## src/rtl/sweep_ctrl.sv

```systemverilog
// sweep_ctrl: sequences counter preload/enable/updn/incr to run increment sweeps.
// Ports:
//   clk, reset (async, active low)
//   start, abort: sweep control; abort dominates once running
//   cfg_start_incr/cfg_stop_incr/cfg_step/cfg_dwell/cfg_preload/cfg_updn/cfg_tri: latched at start
//   cnt_preload/cnt_pl_data/cnt_enable/cnt_updn/cnt_incr: drive the counter
//   busy, done (single-shot completion pulse), step_strobe (cnt_incr changed)
//   hold: only present when SWEEP_HOLD_EN is defined; pauses the dwell
module sweep_ctrl #(
  parameter int INCR_W  = 4,
  parameter int PL_W    = 4,
  parameter int DWELL_W = 16
) (
`ifdef SWEEP_HOLD_EN
  input  logic               hold,
`endif
  input  logic               clk,
  input  logic               reset,
  input  logic               start,
  input  logic               abort,
  input  logic [INCR_W-1:0]  cfg_start_incr,
  input  logic [INCR_W-1:0]  cfg_stop_incr,
  input  logic [INCR_W-1:0]  cfg_step,
  input  logic [DWELL_W-1:0] cfg_dwell,
  input  logic [PL_W-1:0]    cfg_preload,
  input  logic               cfg_updn,
  input  logic               cfg_tri,
  output logic               cnt_preload,
  output logic [PL_W-1:0]    cnt_pl_data,
  output logic               cnt_enable,
  output logic               cnt_updn,
  output logic [INCR_W-1:0]  cnt_incr,
  output logic               busy,
  output logic               done,
  output logic               step_strobe
);
  typedef enum logic [1:0] {IDLE, LOAD, DWELL, DONE} state_t;
  state_t             state;
  logic [INCR_W-1:0]  r_start, r_stop, r_step, tgt;
  logic [DWELL_W-1:0] r_dm1, dcnt;
  logic               r_tri, dir, hold_i;
  logic [INCR_W-1:0]  swap_tgt;
`ifdef SWEEP_HOLD_EN
  assign hold_i = hold;
`else
  assign hold_i = 1'b0;
`endif
  assign swap_tgt = (tgt == r_stop) ? r_start : r_stop;
  // One step from c toward t, landing exactly on t when the remaining gap is within s.
  function automatic logic [INCR_W-1:0] nxt(input logic [INCR_W-1:0] c, t, s, input logic up);
    logic [INCR_W-1:0] gap;
    gap = up ? t - c : c - t;
    return (gap <= s) ? t : (up ? c + s : c - s);
  endfunction
  always_ff @(posedge clk or negedge reset) begin
    if (!reset) begin
      state       <= IDLE;
      cnt_preload <= 1'b0;
      cnt_pl_data <= '0;
      cnt_enable  <= 1'b0;
      cnt_updn    <= 1'b1;
      cnt_incr    <= '0;
      busy        <= 1'b0;
      done        <= 1'b0;
      step_strobe <= 1'b0;
      r_start     <= '0;
      r_stop      <= '0;
      r_step      <= '0;
      tgt         <= '0;
      r_dm1       <= '0;
      dcnt        <= '0;
      r_tri       <= 1'b0;
      dir         <= 1'b1;
    end else if (abort && state != IDLE) begin
      state       <= IDLE;
      cnt_preload <= 1'b0;
      cnt_enable  <= 1'b0;
      busy        <= 1'b0;
      done        <= 1'b0;
      step_strobe <= 1'b0;
    end else begin
      case (state)
        IDLE: begin
          done        <= 1'b0;
          step_strobe <= 1'b0;
          if (start && !abort) begin
            state       <= LOAD;
            r_start     <= cfg_start_incr;
            r_stop      <= cfg_stop_incr;
            tgt         <= cfg_stop_incr;
            dir         <= cfg_start_incr <= cfg_stop_incr;
            r_step      <= (cfg_step == '0) ? INCR_W'(1) : cfg_step;
            r_dm1       <= (cfg_dwell == '0) ? '0 : cfg_dwell - DWELL_W'(1);
            r_tri       <= cfg_tri;
            cnt_preload <= 1'b1;
            cnt_pl_data <= cfg_preload;
            cnt_incr    <= cfg_start_incr;
            cnt_updn    <= cfg_updn;
            cnt_enable  <= 1'b0;
            busy        <= 1'b1;
          end
        end
        LOAD: begin
          state       <= DWELL;
          cnt_preload <= 1'b0;
          cnt_enable  <= 1'b1;
          dcnt        <= r_dm1;
        end
        DWELL: begin
          step_strobe <= 1'b0;
          if (hold_i) begin
            cnt_enable <= 1'b0;
          end else begin
            cnt_enable <= 1'b1;
            if (dcnt != '0) begin
              dcnt <= dcnt - DWELL_W'(1);
            end else if (cnt_incr != tgt) begin
              cnt_incr    <= nxt(cnt_incr, tgt, r_step, dir);
              dcnt        <= r_dm1;
              step_strobe <= 1'b1;
            end else if (!r_tri) begin
              state      <= DONE;
              done       <= 1'b1;
              busy       <= 1'b0;
              cnt_enable <= 1'b0;
            end else begin
              // Triangle turnaround: retarget the other end and step right away.
              dcnt <= r_dm1;
              if (r_start != r_stop) begin
                tgt         <= swap_tgt;
                dir         <= ~dir;
                cnt_incr    <= nxt(cnt_incr, swap_tgt, r_step, ~dir);
                step_strobe <= 1'b1;
              end
            end
          end
        end
        DONE: begin
          state <= IDLE;
          done  <= 1'b0;
        end
        default: state <= IDLE;
      endcase
    end
  end
endmodule

```

## config.mk

```make
export PLATFORM = sky130hd
export DESIGN_NAME = sweep_ctrl
export DESIGN_NICKNAME = d
export VERILOG_FILES = /design/src/rtl/sweep_ctrl.sv
export SDC_FILE = /design/constraint.sdc
export NUM_CORES = 1
export LEC_CHECK = 0
export ABC_CLOCK_PERIOD_IN_PS = 7200
export BUFFER_PORTS_ARGS = -buffer_cell sky130_fd_sc_hd__buf_2
export CAP_MARGIN = 20
export CORE_UTILIZATION = 35
export DETAILED_ROUTE_END_ITERATION = 6
export PLACE_DENSITY_LB_ADDON = 0.12
export REMOVE_ABC_BUFFERS = 1
export SLEW_MARGIN = 0
export SYNTH_ARGS = -nofsm -noshare
export SYNTH_HDL_FRONTEND = slang
export SYNTH_SLANG_ARGS = --single-unit
```

## constraint.sdc

```tcl
create_clock -name clk -period 7.2 [get_ports clk]
set_clock_uncertainty 0.05 [all_clocks]
set_input_delay 0.36 -clock clk [delete_from_list [all_inputs] [get_ports clk]]
set_output_delay 0.36 -clock clk [all_outputs]
set_load 0.01 [all_outputs]
```

After elaboration in Yosys (flattened, before gate mapping)
Cells that the tools add are included.
{ "totals": {"ramBits": 0, "romBits": 0, "word_cells": 134, "ff_bits": 66, "latchBits": 0, "memories": 0} }
{ "classes": {"order_cmp": 3, "bitwise": 2, "muxes": 62, "n_shift": 0, "reduce_logical": 24, "n_div": 0, "add_sub_neg": 8, "n_eq_ne": 18, "n_mul": 0} }
{ "ops": {"columns": ["op", "count"], "rows": [
  ["4-bit two-way mux", 18],
  ["16-bit two-way mux", 4],
  ["16-bit one-hot mux with 2 select lines", 1],
  ["16-bit by 1-bit subtractor with 16-bit output (second input constant)", 2],
  ["1-bit two-way mux", 25],
  ["4-bit subtractor", 5],
  ["3-bit != test (second input constant)", 6],
  ["16-bit zero test", 1],
  ["4-bit one-hot mux with 2 select lines", 2],
  ["16-bit nonzero test", 1],
  ["4-bit <= comparator", 3],
  ["2-bit two-way mux", 5],
  ["2-bit != test (second input constant)", 5],
  ["1-bit one-hot mux with 2 select lines", 5],
  ["3-bit nonzero test", 3],
  ["4-bit != test", 2],
  ["2-bit one-hot mux with 4 select lines", 1],
  ["4-bit AND reduction", 2],
  ["7-bit AND reduction", 1],
  ["3-bit AND reduction", 2],
  ["6-bit AND reduction", 1],
  ["2-bit nonzero test", 3],
  ["5-bit AND reduction", 1],
  ["4-bit adder", 1],
  ["13 further kinds", 17]
]} }

Logic depth before layout (Yosys ltp)
Gate-level depths: netlist of run 1.
{ "depth": {"ltp_word": 11, "mapped_depth": 18, "depth_no_buf": 18} }

Least setup slack after synthesis of run 1
No wires, ideal clock.
{ "synth_timing": {"path_type": "register to register", "start": "register r_stop[1]", "end": "register cnt_incr[3]", "path_stages_with_launch": 19, "setup_time_ns": 0.082, "arrival_ns": 3.735, "setup_slack_ns": 3.333, "period_less_slack_ns": 3.867, "path_buffers": 0, "cell_sequence": "dfrtp_1 > xor2_1 > nor4_4 > mux2i_1 > inv_1 > ha_1 > a211oi_1 > a31oi_1 > a21oi_1 > a311oi_1 > xnor2_1 > ha_1 > o21a_1 > o21ai_0 > a21oi_4 > or3_1 > o221ai_1 > a41oi_1 > a31oi_1"} }
{ "synth_via": {"elab_chain_cells": 11, "word_cells_on_any_way": 15} }
{ "synth_rtl": {"columns": ["element", "line_no", "text"], "rows": [
  ["start, declared", "39", "logic [INCR_W-1:0] r_start, r_stop, r_step, tgt;"],
  ["start signal, assigned", "89", "r_stop <= cfg_stop_incr;"],
  ["4-bit equality test", "48", "assign swap_tgt = (tgt == r_stop) ? r_start : r_stop;"],
  ["4-bit two-way mux", "48", null],
  ["4-bit subtractor", "52", "gap = up ? t - c : c - t;"],
  ["4-bit two-way mux", "52", null],
  ["4-bit <= comparator", "53", "return (gap <= s) ? t : (up ? c + s : c - s);"],
  ["4-bit two-way mux", "53", null],
  ["4-bit two-way mux", "129", "if (r_start != r_stop) begin"],
  ["4-bit two-way mux", "121", "end else if (!r_tri) begin"],
  ["4-bit two-way mux", "117", "end else if (cnt_incr != tgt) begin"],
  ["4-bit two-way mux", "115", "if (dcnt != '0) begin"],
  ["4-bit one-hot mux with 2 select lines", "82", "case (state)"],
  ["end signal, assigned", "97", "cnt_incr <= cfg_start_incr;"],
  ["end signal, assigned", "118", "cnt_incr <= nxt(cnt_incr, tgt, r_step, dir);"],
  ["end signal, assigned", "132", "cnt_incr <= nxt(cnt_incr, swap_tgt, r_step, ~dir);"],
  ["end, declared", "32", "output logic [INCR_W-1:0] cnt_incr,"]
]} }
Parallel ways exist; a longest one is shown, timed or not. The select of a mux whose other input is x is not followed.
A chain may end at the register's enable or synchronous reset.

Worst setup path in the final report of run 1
{ "layout_timing": {"start": "register tgt[1]", "end": "register cnt_incr[3]"} }
{ "layout_via": {"elab_chain_cells": 11, "word_cells_on_any_way": 21} }
{ "layout_rtl": {"columns": ["element", "line_no", "text"], "rows": [
  ["start, declared", "39", null],
  ["start signal, assigned", "90", "tgt <= cfg_stop_incr;"],
  ["start signal, assigned", "130", "tgt <= swap_tgt;"],
  ["4-bit equality test", "48", null],
  ["4-bit two-way mux", "48", null],
  ["4-bit subtractor", "52", null],
  ["4-bit two-way mux", "52", null],
  ["4-bit <= comparator", "53", null],
  ["4-bit two-way mux", "53", null],
  ["4-bit two-way mux", "129", null],
  ["4-bit two-way mux", "121", null],
  ["4-bit two-way mux", "117", null],
  ["4-bit two-way mux", "115", null],
  ["4-bit one-hot mux with 2 select lines", "82", null]
]} }
Parallel ways exist; a longest one is shown, timed or not. The select of a mux whose other input is x is not followed.

==> flow_summary_export.csv, run 1 <==
group,metric,value,unit
synth,syn-cell-area,4670,µm²
die,rows,41,
status,outcome,"finished clean",
run,maxCapViolations,0,
cts,postCtsSetupBuffers,0,
cts,holdBufCountCts,0,
worst_setup_path,cp_slowest_cell,"mux2i_1",
global_route,grt_max_degree,67,
sta,setup_violations,0,
global_route,grt-ovfl-total,0,
power,max-vdd-ir-drop,0.225,mV
worst_setup_path,crit_type,"register to register",
routing,ant_nets,0,
worst_setup_path,cp.required,7410,ps
cts,cts_tree,"done",
die,core-area,12800,µm²
placement,io_buffers,51,
worst_setup_path,slowest_delay,580,ps
sta,min_period,4360,ps
power,clkPwrFrac,16.1,%
placement,gp_congestion,0.793,
worst_setup_path,worst-r2r-cell-count,18,
synth,synth-edff-count,0,
placement,dp_slack,2870,ps
sta,maxSlewViolCount,0,
worst_setup_path,cp_num_buf_inv,1,
cts,clk_path_buf_depth,2,
power,p_int,1.56,mW
cts,cts-resized-gates,0,
worst_setup_path,setup.worst_path.start_class,"register",
routing,vias,3815,
sta,max-slew-margin-rel,38.6,%
die,die_y,118,µm
synth,syn_area_per_cell,8.98,µm²
worst_setup_path,critPathArrivalTime,4580,ps
sta,fmaxAchievable,229,MHz
synth,ys.flop_type,"dfrtp_1",
power,p_leak,2.41,nW
cts,cts_root_buf,"clkbuf_16",
power,pwr-share-comb,58.1,%
layout,syn2layout_area_growth,15.1,%
routing,avgViaCountPerCell,5.14,
layout,drive_gt1_share,16.0,%
cts,cts_buffers,9,
die,ioPinCount,52,
routing,drt_first_pass_iters,4,
routing,drt_iter0_drc,191,
power,p_sw_share,46.8,%
worst_setup_path,path_delay_family,"compound AO/OA/AOI/OAI gates",
power,switchingPower,1.37,mW
synth,yosysUniqueCellTypes,64,
worst_setup_path,crit_cells,18,
cts,clkTransAtPathRegs,60,ps
layout,final_cell_mix,"dfrtp_1 (64), o21ai_1 (55), buf_2 (51)",
global_route,grt_pass1_wl,19.1,mm
worst_setup_path,rrSetupSlack,2840,ps
sta,rsz0062_at_grt,"false",
worst_setup_path,path_cells,"xor2_1 -> nor4_4 -> mux2i_1 -> inv_1 -> ha_1 -> a211oi_1 -> a31oi_1 -> a21oi_1 -> a311oi_1 -> xnor2_1 -> ha_1 -> o21a_1 -> o21ai_0 -> a21oi_4 -> or3_1 -> o221ai_1 -> a41oi_1 -> a31oi_1",
worst_setup_path,cp_max_fo,8,
global_route,grt_pass1_vias,3811,
power,p_per_area,547,nW/µm²
worst_setup_path,critPathCaptureType,"register",
die,dieArea,13800,µm²
synth,yosys_warnings,0,
synth,async_flop_share,100,%
placement,hpwl,8.38,mm
sta,min_period_over_period,60.6,%
layout,mostFrequentLayoutCell,"dfrtp_1",
global_route,antenna_found_initial,0,
sta,hold_violations,0,
worst_hold_path,hold_path_class,"input pin to asynchronous set/reset pin",
layout,fill_cells,1319,
cts,htreeDepth,3,
synth,syn-instance-count,520,
global_route,grtUsageTotal,17.5,%
cts,cts_sinks,66,
power,seq_power_share,25.8,%
die,initial_core_util,36.4,%
die,die_w,118,µm
sta,worst_slew_pin_slew,920,ps
routing,drc_errors,0,
sta,tns,0,ps
synth,ys_ff_latch,66,
synth,ys_seq_area_share,35.4,%
routing,wl,11.2,mm
layout,diodes,0,
layout,nets,643,
sta,finalWorstSetupSlack,2840,ps
routing,wl_per_cell,15.1,µm
cts,worstSkewPairLatency,340,ps
==> cell families after synthesis <==
| kind of cell | count (synthesis) | synth area share, % |
|---|---|---|
| buffers and inverters | 53 | 5.09 |
| AOI/OAI and AO/OA | 143 | 18.0 |
| adders and majority gates | 40 | 11.7 |
| xor gates and xnor gates | 30 | 5.63 |
| muxes | 32 | 7.29 |
| DFF | 66 | 35.4 |
| and+or+nand+nor | 156 | 16.9 |
==> cell type report <==
type / instances / area, µm² / share of cell area (%)
sequential: 66 / 1650 / 30.8
inverter: 32 / 120 / 2.24
tap: 172 / 215 / 4.01
multi-input combinational: 401 / 2780 / 51.7
clock buffer: 10 / 239 / 4.45
timing repair buffer: 55 / 285 / 5.31
clock inverter: 6 / 80.1 / 1.49
==> flip-flops by register name, indices dropped and copies added, names as in the netlist <==
register	flops
tgt	4
done	1
r_stop	4
r_start	4
cnt_incr	4
step_strobe	1
cnt_enable	1
busy	1
r_step	4
dir	1
r_tri	1
cnt_pl_data	4
dcnt	16
r_dm1	16
cnt_updn	1
cnt_preload	1
state	2
==> per-layer routing <==
| metal | global-route usage (%) | vias to the layer above | share of wire (%) |
|---|---|---|---|
| met1 | 23.1 | 1795 | 49 |
| met5 | 0 | - | 0 |
| met2 | 28.6 | 76 | 46 |
| met3 | 4.51 | 10 | 4.3 |
| li1 | - | 1934 | - |
| met4 | 4.33 | 0 | 1.1 |
==> power by group through the flow <==
stage / clock network, mW / logic (mW) / registers, mW
CTS: 0.490 / 1.72 / 0.759
detailed placement: 0 / 1.71 / 0.765
finish: 0.474 / 1.71 / 0.757
global route: 0.503 / 1.91 / 0.786
floorplan: 0 / 1.30 / 0.714
global placement: 0 / 1.68 / 0.756
==> stage by stage <==
| stage | cells | hold slack [ps] | area (µm²) | util, % | power [mW] |
|---|---|---|---|---|---|
| floorplan | 499 | 14.4 | 4550 | - | 2.02 |
| global placement | 726 | 413 | 5050 | 39.4 | 2.43 |
| detailed placement | 726 | 419 | 5050 | 39.4 | 2.47 |
| CTS | 742 | 168 | 5370 | 41.9 | 2.96 |
| global route | 742 | 183 | 5370 | 41.9 | 3.20 |
| finish | 742 | 159 | 5370 | 41.9 | 2.94 |
==> cell usage after synthesis (all sizes together) (2+ instances only) <==
master / n / share of area [%]
xnor2: 18 / 3.4
o41ai: 2 / 0.38
clkbuf: 16 / 1.7
buf: 5 / 0.80
or4: 2 / 0.32
dfstp: 2 / 1.1
o31ai: 3 / 0.48
nand4: 6 / 0.94
nand3: 7 / 0.75
o21ai: 64 / 6.9
a21o: 6 / 0.96
nor3: 19 / 2.3
and4: 2 / 0.38
ha: 34 / 9.1
mux2i: 16 / 3.4
o21bai: 3 / 0.48
mux2: 16 / 3.9
nand2b: 4 / 0.54
nor2b: 2 / 0.27
nand2: 50 / 4.0
inv: 31 / 2.5
xor2: 12 / 2.3
nor2: 39 / 3.2
fa: 6 / 2.6
a211oi: 4 / 0.64
or3: 2 / 0.27
a31oi: 2 / 0.27
or2: 2 / 0.27
a21oi: 44 / 5.2
dfrtp: 64 / 34
nor4: 11 / 2.1
nor3b: 4 / 0.64
o22ai: 2 / 0.27
==> worst paths after layout <==
path,start,end
min reg2reg,r_dm1[9],r_dm1[9]
max in group asynchronous,reset,cnt_pl_data[2]
max reg2reg,tgt[1],cnt_incr[3]
min,reset,r_stop[2]
max,tgt[1],cnt_incr[3]
min in group clk,cfg_preload[1],cnt_pl_data[1]
Note: power is estimated with default switching activity, not from simulation.
==> run 2, diff against run 1 <==
--- a/config.mk
+++ b/config.mk
@@ -5,7 +5,7 @@
 export SDC_FILE = /design/constraint.sdc
 export NUM_CORES = 1
 export LEC_CHECK = 0
-export ABC_CLOCK_PERIOD_IN_PS = 7200
+export ABC_CLOCK_PERIOD_IN_PS = 3500
 export BUFFER_PORTS_ARGS = -buffer_cell sky130_fd_sc_hd__buf_2
 export CAP_MARGIN = 20
 export CORE_UTILIZATION = 35
==> constraint.sdc (replaced) <==
create_clock -name clk -period 3.5 [get_ports clk]
set_clock_uncertainty 0.05 [all_clocks]
set_input_delay 0.175 -clock clk [delete_from_list [all_inputs] [get_ports clk]]
set_output_delay 0.175 -clock clk [all_outputs]
set_load 0.01 [all_outputs]
==> run 2 against run 1 <==
  * The run now ends with negative setup slack left
  * Worst setup slack got worse by 3100 ps
  * Hold slack got worse by 130 ps
  * Critical endpoint unchanged
  * Largest cell class unchanged
  * Critical path depth decreased by 2
  * Sequential power increased by 96%
==> flow_summary_export.csv, run 2 (synthesis results as in run 1) <==
group,metric,value,unit
status,outcome,"finished with violations",
status,violations,"negative setup slack",
cts,worstSkewPairLatency,340,ps
sta,max-slew-margin-rel,54.2,%
die,rows,41,
sta,setup_violations,4,
routing,vias,3998,
global_route,grt_pass1_vias,4056,
sta,finalWorstSetupSlack,-308,ps
sta,rsz0062_at_grt,"true",
layout,layout.cells.non_filler,786,
cts,htreeDepth,3,
layout,multi_input_area,2900,µm²
placement,post_dp_cell_area,5260,µm²
worst_setup_path,cp.required,3710,ps
worst_setup_path,cp_slowest_cell,"nor4_4",
cts,cts_sinks,66,
worst_setup_path,path_cells,"xor2_2 -> nor4_4 -> buf_4 -> mux2i_4 -> nor2_1 -> fa_2 -> mux2i_1 -> xor2_1 -> ha_1 -> o21a_1 -> o21ai_2 -> a21oi_4 -> or3_1 -> o221ai_2 -> a41oi_2 -> a31oi_1",
layout,final_cell_mix,"dfrtp_1 (64), o21ai_1 (54), buf_2 (51)",
routing,drt_first_pass_iters,4,
cts,clk_path_buf_depth,2,
routing,drc_errors,0,
worst_setup_path,crit_type,"register to register",
global_route,grt_max_degree,48,
power,max-vdd-ir-drop,0.518,mV
die,die_y,118,µm
sta,maxSlewViolCount,0,
placement,gp_congestion,0.881,
routing,wl_per_cell,15.3,µm
cts,cts_root_buf,"clkbuf_16",
sta,min_period_over_period,109,%
worst_setup_path,crit_cells,16,
die,ioPinCount,52,
worst_setup_path,critPathArrivalTime,4020,ps
sta,min_period,3810,ps
power,total_power,6.96,mW
layout,mostFrequentLayoutCell,"dfrtp_1",
power,p_leak,2.61,nW
sta,hold_violations,0,
sta,worst_slew_pin_slew,680,ps
worst_setup_path,worst-r2r-cell-count,16,
worst_setup_path,endpoint,"cnt_incr[3]",
layout,top_regs,"dcnt: 16 flops, r_dm1: 16 flops",
layout,final_core_util,45.5,%
global_route,grt_pass1_wl,20.1,mm
worst_setup_path,path_delay_family,"simple AND/OR/NAND/NOR gates",
placement,io_buffers,51,
layout,drive_gt1_share,23.8,%
worst_setup_path,setup.worst_path.start_class,"register",
worst_setup_path,crit_start,"r_stop[1]",
placement,hpwl,9.07,mm
layout,fill_cells,1279,
power,p_per_area,1190,nW/µm²
worst_setup_path,critPathCaptureType,"register",
placement,dp.cells,754,
routing,ant_nets,0,
worst_setup_path,rr_startpoint,"r_stop[1]",
worst_setup_path,rrSetupSlack,-310,ps
global_route,antenna_found_initial,0,
die,dieArea,13800,µm²
die,die_w,118,µm
die,core-area,12800,µm²
routing,drt_iter0_drc,168,
sta,fmaxAchievable,263,MHz
worst_setup_path,worstReg2RegEnd,"cnt_incr[3]",
layout,stdcell_area,5830,µm²
routing,wl,12.0,mm
layout,nets,687,
worst_hold_path,hold_path_class,"input pin to register",
layout,syn2layout_area_growth,24.9,%
worst_setup_path,cp_num_buf_inv,1,
layout,regArea,1650,µm²
global_route,grtUsageTotal,18.4,%
worst_setup_path,slowest_delay,420,ps
cts,cts_buffers,9,
cts,cts_tree,"done",
routing,avgViaCountPerCell,5.09,
die,initial_core_util,36.4,%
layout,diodes,0,
global_route,grt-ovfl-total,0,
run,maxCapViolations,0,
sta,worst_hold_slack,24.2,ps
cts,clkTransAtPathRegs,60,ps
worst_setup_path,cp_max_fo,4,
-- run 2: cell types whose count changed in the layout (fill, tap and decap cells not counted), sizes merged --
cell         previous run  this run
buf                    55        91
dlygate4sd3             0         8
clkinvlp                0         3
clkinv                  5         3
bufinv                  2         1
-- run 2: per-layer routing --
layer  global-route usage, %  vias up  wire length (µm)
met5                       0        -                 0
met1                    24.0     1889              5840
li1                        -     2016                 -
met2                    29.5       81              5530
met3                    5.52       12               493
met4                    5.05        0               144
-- run 2: report_power, final --
| part | internal [mW] | total (mW) | switching, mW |
|---|---|---|---|
| logic | 2.08 | 4.55 | 2.47 |
| clock network | 0.570 | 0.922 | 0.352 |
| registers | 1.13 | 1.48 | 0.354 |
| total | 3.78 | 6.96 | 3.17 |
-- run 2: repair_timing --
action                                  CTS  global route
hold buffers                              8             0
pin swaps                                14            11
resized for setup                         8            17
gates cloned                              0             0
endpoints found under the setup margin    4             4
hold endpoints to repair                 18             0
setup buffers                             5             4
-- run 2: layout make-up --
| type | instances | area share [%] |
|---|---|---|
| Timing Repair Buffer | 99 | 11.0 |
| Clock buffer | 10 | 4.10 |
| Clock inverter | 6 | 1.14 |
| Multi-Input combinational cell | 401 | 49.6 |
| Inverter | 32 | 2.06 |
| Sequential cell | 66 | 28.4 |
| Tap cell | 172 | 3.69 |
-- run 2: per-stage QoR --
step	worst slack [ps]	setup TNS (ps)
floorplan	-395	-994
global placement	-268	-964
detailed placement	-333	-1210
CTS	-279	-734
global route	-470	-1540
finish	-308	-865
-- run 2: how the worst min path moves through the flow --
| stage | endpoint | depth (start not counted) | slack, ps | start |
|---|---|---|---|---|
| floorplan | busy | 0 | -170 | reset |
| global placement | cnt_incr[1] | 1 | 50 | reset |
| detailed placement | cnt_incr[1] | 1 | 50 | reset |
| CTS | r_step[1] | 2 | 9 | cfg_step[1] |
| global route | r_step[2] | 2 | 30 | cfg_step[2] |
| finish | r_step[1] | 2 | 20 | cfg_step[1] |
-- run 2: worst reg2reg max path, delay by kind of cell, from the launching register on --
kind	cells	cell delay, ps
AND/OR/NAND/NOR	3	850
AO/OA/AOI/OAI	6	730
adder cells (fa/ha/maj)	2	630
multiplexers	2	460
flip-flops	1	400
XOR/XNOR	2	390
buffers and inverters	1	200
